### src/rtl/mem_ctrl.sv
// mem_ctrl: arbitrates the instruction-fetch and load/store ports onto a
// single-port byte-addressed RAM with one-cycle synchronous read latency.
// Each access runs IDLE -> ISSUE -> WAIT -> IDLE and acks with a one-cycle pulse.
module mem_ctrl #(
    parameter int ADDR_W = 16,
    parameter int DATA_W = 16
) (
    input  logic              I_clk,
    input  logic              I_reset,
    input  logic              I_fetch_req,
    input  logic [ADDR_W-1:0] I_fetch_addr,
    output logic [DATA_W-1:0] O_fetch_data,
    output logic              O_fetch_ack,
    input  logic              I_data_req,
    input  logic              I_data_write,
    input  logic [1:0]        I_data_size,
    input  logic              I_data_signed,
    input  logic [ADDR_W-1:0] I_data_addr,
    input  logic [DATA_W-1:0] I_data_in,
    output logic [DATA_W-1:0] O_data_out,
    output logic              O_data_ack,
    output logic              O_ram_enable,
    output logic              O_ram_write,
    output logic [1:0]        O_ram_size,
    output logic [ADDR_W-1:0] O_ram_addr,
    output logic [DATA_W-1:0] O_ram_data,
    input  logic [DATA_W-1:0] I_ram_data,
    output logic              O_busy
);

    localparam logic [1:0] ST_IDLE  = 2'd0;
    localparam logic [1:0] ST_ISSUE = 2'd1;
    localparam logic [1:0] ST_WAIT  = 2'd2;

    localparam logic [1:0] SIZE_BYTE = 2'd1;
    localparam logic [1:0] SIZE_WORD = 2'd2;

    // Byte lanes are fixed: low byte in [7:0], extension fills [15:8].
    function automatic logic [15:0] byte_extend(input logic [7:0] b, input logic sign_en);
        logic [15:0] r;
        if (sign_en) begin
            r = {{8{b[7]}}, b};
        end else begin
            r = {8'h00, b};
        end
        return r;
    endfunction

    logic [1:0]        state_r;
    logic              grant_data_r;   // 1 = data port owns the access in flight
    logic              cmd_write_r;
    logic              cmd_byte_r;
    logic              cmd_signed_r;

    logic              ram_enable_r;
    logic              ram_write_r;
    logic [1:0]        ram_size_r;
    logic [ADDR_W-1:0] ram_addr_r;
    logic [DATA_W-1:0] ram_data_r;
    logic [DATA_W-1:0] fetch_data_r;
    logic [DATA_W-1:0] data_out_r;
    logic              fetch_ack_r;
    logic              data_ack_r;

    logic              data_elig_s;
    logic              fetch_elig_s;
    logic [1:0]        data_size_s;
    logic [DATA_W-1:0] load_data_s;

    // Eligibility masks the ack cycle so a still-high req is not re-issued.
    always_comb begin
        data_elig_s  = I_data_req & ~data_ack_r;
        fetch_elig_s = I_fetch_req & ~fetch_ack_r;
        if (I_data_size == SIZE_BYTE) begin
            data_size_s = SIZE_BYTE;
        end else begin
            data_size_s = SIZE_WORD;
        end
    end

    // Format returned RAM data: byte loads ignore the upper RAM lane.
    always_comb begin
        load_data_s = I_ram_data;
        if (cmd_byte_r) begin
            load_data_s = byte_extend(I_ram_data[7:0], cmd_signed_r);
        end else begin
            load_data_s = I_ram_data;
        end
    end

    // Access sequencer: registers the winner's command, times the RAM, returns data and ack.
    always_ff @(posedge I_clk) begin
        if (I_reset) begin
            state_r      <= ST_IDLE;
            grant_data_r <= 1'b0;
            cmd_write_r  <= 1'b0;
            cmd_byte_r   <= 1'b0;
            cmd_signed_r <= 1'b0;
            ram_enable_r <= 1'b0;
            ram_write_r  <= 1'b0;
            ram_size_r   <= 2'd0;
            ram_addr_r   <= '0;
            ram_data_r   <= '0;
            fetch_data_r <= '0;
            data_out_r   <= '0;
            fetch_ack_r  <= 1'b0;
            data_ack_r   <= 1'b0;
        end else begin
            fetch_ack_r <= 1'b0;
            data_ack_r  <= 1'b0;
            case (state_r)
                ST_IDLE: begin
                    if (data_elig_s) begin
                        state_r      <= ST_ISSUE;
                        grant_data_r <= 1'b1;
                        cmd_write_r  <= I_data_write;
                        cmd_byte_r   <= (data_size_s == SIZE_BYTE);
                        cmd_signed_r <= I_data_signed;
                        ram_enable_r <= 1'b1;
                        ram_write_r  <= I_data_write;
                        ram_size_r   <= data_size_s;
                        ram_addr_r   <= I_data_addr;
                        ram_data_r   <= I_data_in;
                    end else if (fetch_elig_s) begin
                        state_r      <= ST_ISSUE;
                        grant_data_r <= 1'b0;
                        cmd_write_r  <= 1'b0;
                        cmd_byte_r   <= 1'b0;
                        cmd_signed_r <= 1'b0;
                        ram_enable_r <= 1'b1;
                        ram_write_r  <= 1'b0;
                        ram_size_r   <= SIZE_WORD;
                        ram_addr_r   <= I_fetch_addr;
                        ram_data_r   <= '0;
                    end else begin
                        state_r      <= ST_IDLE;
                        ram_enable_r <= 1'b0;
                        ram_write_r  <= 1'b0;
                    end
                end
                ST_ISSUE: begin
                    // RAM samples the command on this edge; strobes drop behind it.
                    state_r      <= ST_WAIT;
                    ram_enable_r <= 1'b0;
                    ram_write_r  <= 1'b0;
                end
                ST_WAIT: begin
                    state_r <= ST_IDLE;
                    if (grant_data_r) begin
                        data_ack_r <= 1'b1;
                        if (!cmd_write_r) begin
                            data_out_r <= load_data_s;
                        end else begin
                            data_out_r <= data_out_r;
                        end
                    end else begin
                        fetch_ack_r  <= 1'b1;
                        fetch_data_r <= I_ram_data;
                    end
                end
                default: begin
                    state_r      <= ST_IDLE;
                    ram_enable_r <= 1'b0;
                    ram_write_r  <= 1'b0;
                end
            endcase
        end
    end

    // Outputs come straight from registers; busy is a pure state decode.
    always_comb begin
        O_ram_enable = ram_enable_r;
        O_ram_write  = ram_write_r;
        O_ram_size   = ram_size_r;
        O_ram_addr   = ram_addr_r;
        O_ram_data   = ram_data_r;
        O_fetch_data = fetch_data_r;
        O_fetch_ack  = fetch_ack_r;
        O_data_out   = data_out_r;
        O_data_ack   = data_ack_r;
        O_busy       = (state_r != ST_IDLE);
    end

endmodule

### config.mk
export PLATFORM = sky130hd
export DESIGN_NAME = mem_ctrl
export DESIGN_NICKNAME = d
export VERILOG_FILES = /design/src/rtl/mem_ctrl.sv
export SDC_FILE = /design/constraint.sdc
export NUM_CORES = 1
export LEC_CHECK = 0
export BUFFER_PORTS_ARGS = -buffer_cell sky130_fd_sc_hd__buf_2
export CORE_MARGIN = 2
export CORE_UTILIZATION = 45
export DETAILED_ROUTE_END_ITERATION = 10
export PLACE_DENSITY = 0.81
export SYNTH_ARGS = -nofsm -noshare
export SYNTH_HDL_FRONTEND = slang
export SYNTH_SLANG_ARGS = --single-unit
### constraint.sdc
create_clock -name I_clk -period 4.8 [get_ports I_clk]
set_input_delay 0 -clock I_clk [delete_from_list [all_inputs] [get_ports I_clk]]
set_output_delay 0 -clock I_clk [all_outputs]
set_load 0.03 [all_outputs]
==> metrics.yaml <==
detailed_routing:
  dr_total_vias: 3158
  drtAntennaViolNets: 0
  drt-vias-per-instance: 5.22
  detail_route.first_pass.iterations: 5
  detail_route.iter0.violations: 230
  wl_per_cell_um: 14.8
  drcViolationCount: 0
  totalWireLength_um: 8960
clock_network:
  worst_skew_pair_later_pin_latency_ps: 340
  cts.sinks: 75
  postCtsSetupRepairBufs: 0
  clockRootBuffer: "clkbuf_8"
  path_clk_slew_ps: 80
  h-tree-depth: 3
  tritoncts: "yes"
  cts_made_buffers: 9
  clock_tree.buffer_depth: 2
logic_synthesis:
  most_used_dff_post_synth: "dfxtp_1"
  synth.cell_area_sq_um: 3080
  yosys.area_share.simple: 0.182
  synth_seq_area_share: 0.487
  postSynth.asyncResetShare: 0
  yosys.area_share.xor_xnor: 0
  mux_cell_area_share_after_synthesis: 0.0519
  synth.net_count: 404
  synth-adder-area-share: 0
  postSynthRegisterBits: 75
  synth_enable_flop_cells: 0
  synth.avg_cell_area_sq_um: 9.29
  yosysUniqueCellTypes: 36
  synth_area_in_compound_gates: 0.214
  synthesis.instances: 332
  synth_warnings: 0
  dominant_combinational_cell_family_by_area_after_synthesis: "compound AO/OA/AOI/OAI gates"
sta:
  layout_setup_ws_ps: 2570
  hold_viol_final: 0
  rsz0062_at_grt: "false"
  layout_min_cycle_time_ps: 2230
  worst-slew-pin-transition_ps: 1020
  finalCritPeriodShare: 0.464
  fin_worst_hold_slack_ps: 97.6
  final-max-slew-violation-count: 0
  max_freq_mhz: 449
  fin_skew_ps: 8.85
  setup_tns_final_ps: 0
  timing.slew.headroom: 0.318
  report.final.setup_viol: 0
worst_setup_path:
  regToRegStartpoint: "O_data_ack$_SDFF_PP0_"
  critPathCapture: "O_ram_addr[14]$_SDFFE_PP0P_"
  setup.reg_to_reg.worst_slack_ps: 2570
  cp.arrival_ps: 2440
  critPathBufInv: 1
  destination_of_the_worst_register_to_register_timing_path: "O_ram_addr[14]$_SDFFE_PP0P_"
  critical-path-max-stage-delay_ps: 750
  crit_required_ps: 5010
  timing_worst_setup_path_type: "register to register"
  cp_slowest_cell: "nand2b_2"
  crit_path_start_kind: "register"
  critical_path.max_fanout: 40
  cp_cell_sequence: "nand2b_2 > mux2i_1 > dlygate4sd3_1 > o211ai_2"
  worstRegToRegCells: 4
  cpLargestDelayFamily: "simple AND/OR/NAND/NOR gates"
  worstSetupEndpointType: "register"
  crit_path_start: "O_data_ack$_SDFF_PP0_"
  critical_path_depth: 4
placement:
  gpl.final_weighted_congestion: 0.762
  dp_hpwl_um: 5270
  dp_slack_ps: 2690
  port_buffers: 142
power_and_ir_drop:
  power.combinational.fraction: 0.208
  total_power_mw: 1.47
  p_clk_frac: 0.329
  leakagePower_nw: 2.09
  power.switching_fraction: 0.284
  switchingPower_mw: 0.417
  vdd_drop_max_mv: 0.184
  p_seq_frac: 0.463
  power.internal_mw: 1.05
  p_per_area_nw_per_um2: 322
hold_path:
  hold_class: "input port to register"
final_layout:
  drive_above_1_share: 0.331
  final_nets: 593
  fill_cells: 536
  register_area_sq_um: 1500
  layout.cells.most_common_list: "buf_2 (142), dfxtp_1 (75), nand2_1 (67)"
  finalCoreUtilization: 0.680
  antennaDiodeCount: 0
  area_overhead_of_the_layout_relative_to_synthesis_pct: 48.2
  multiInputGateArea_sq_um: 1380
  final_common_cell: "buf_2"
floorplan:
  die_height_um: 86.8
  io-pin-count: 143
  die_x_um: 86.8
  design.die.area_sq_um: 7530
  core_area_sq_um: 6720
  start_util: 0.459
  number_of_rows_in_the_core_area: 30
grt:
  overflow: 0
  grt_start_max_net_pins: 51
  grt_first_pass_wirelength_um: 14200
  track_usage: 0.240
  grt_antenna_before_repair: 0
  first_global_vias: 3076
status:
  status: "finished clean"
job:
  max_capacitance_violation_count: 0
per-stage QoR:
stage / std cells / instance area (sq um)
floorplan: 332 / 3080
global placement: 524 / 3710
detailed placement: 524 / 3710
CTS: 605 / 4570
global route: 605 / 4570
finish: 605 / 4570
power by group through the flow:
stage                     Clock [mW]  Sequential [mW]  Combinational (mW)
final                          0.484            0.681               0.306
after floorplan                    0            0.756               0.122
after global placement             0            0.693               0.250
after detailed placement           0            0.694               0.255
after CTS                      0.489            0.680               0.302
after global routing           0.523            0.685               0.327
synth_stat cells (2+ instances only):
cell type  number  area share
buf_6           5       0.018
a211oi_1        2      0.0049
nand3_1        16       0.026
o211ai_1        7       0.017
nand2b_1        3      0.0061
o211ai_2        9       0.037
or3b_2          2      0.0057
nor2b_1        16       0.032
inv_1           2      0.0024
o21ai_0         9       0.015
a32o_1         18       0.058
a21oi_1        42       0.068
clkbuf_1       13       0.016
mux2i_1        16       0.052
a21o_1          2      0.0049
buf_1           4      0.0049
dfxtp_1        75        0.49
nand2_1        67       0.082
buf_8           2      0.0097
buf_2           5      0.0081
buf_4           2      0.0049
kinds of logic (layout without fill, tap and decap cells):
logic type	Yosys count	after routing
flops	75	75
mux	16	16
buf+inv	34	227
simple gates	115	115
compound gates	92	92
state kept, by name, indices dropped and copies added (netlist names):
signal and count:
O_ram_enable 1, state_r 2, O_ram_size 1, cmd_signed_r 1, grant_data_r 1, O_data_out 16, O_fetch_data 16, O_ram_data 16
O_data_ack 1, O_ram_write 1, O_fetch_ack 1, cmd_write_r 1, O_ram_addr 16, cmd_byte_r 1
repair_timing:
item,4_1_cts,5_1_grt
resized for setup,0,0
hold buffers,66,0
hold endpoints to repair,66,0
final cells by class:
type,count,area share
clock buffers,13,0.0348
clock inverters,2,0.00767
inverters,3,0.00246
multi-input cells,223,0.303
flip-flops and latches,75,0.329
well taps,80,0.0219
repair buffers,209,0.302
tightest hold or removal path: cells and delay by family:
family                 cells  cell delay, ps
and+or+nand+nor            1             150
buffers and inverters      1              70
AOI/OAI and AO/OA          1             190
per-layer routing:
metal / part of all wire / GRT usage / vias to the layer above
met2: 0.53 / 0.424 / 126
li1: - / - / 1555
met3: 0.061 / 0.0600 / 12
met1: 0.40 / 0.281 / 1465
met5: 0 / 0 / -
met4: 0.014 / 0.0824 / 0
worst min-delay path by stage:
stage                        start                     endpoint  slack [ps]  cells after the start
global route        I_data_size[0]   O_ram_size[1]$_SDFFE_PP0P_         110                      3
CTS                 I_data_size[1]   O_ram_size[1]$_SDFFE_PP0P_          90                      3
finish              I_data_size[1]   O_ram_size[1]$_SDFFE_PP0P_         100                      3
detailed placement   I_data_in[14]  O_ram_data[14]$_SDFFE_PP0P_         210                      2
global placement      I_data_in[3]   O_ram_data[3]$_SDFFE_PP0P_         210                      2
floorplan             I_data_in[0]   O_ram_data[0]$_SDFFE_PP0P_         130                      1
(Power assumes the default switching activity.)
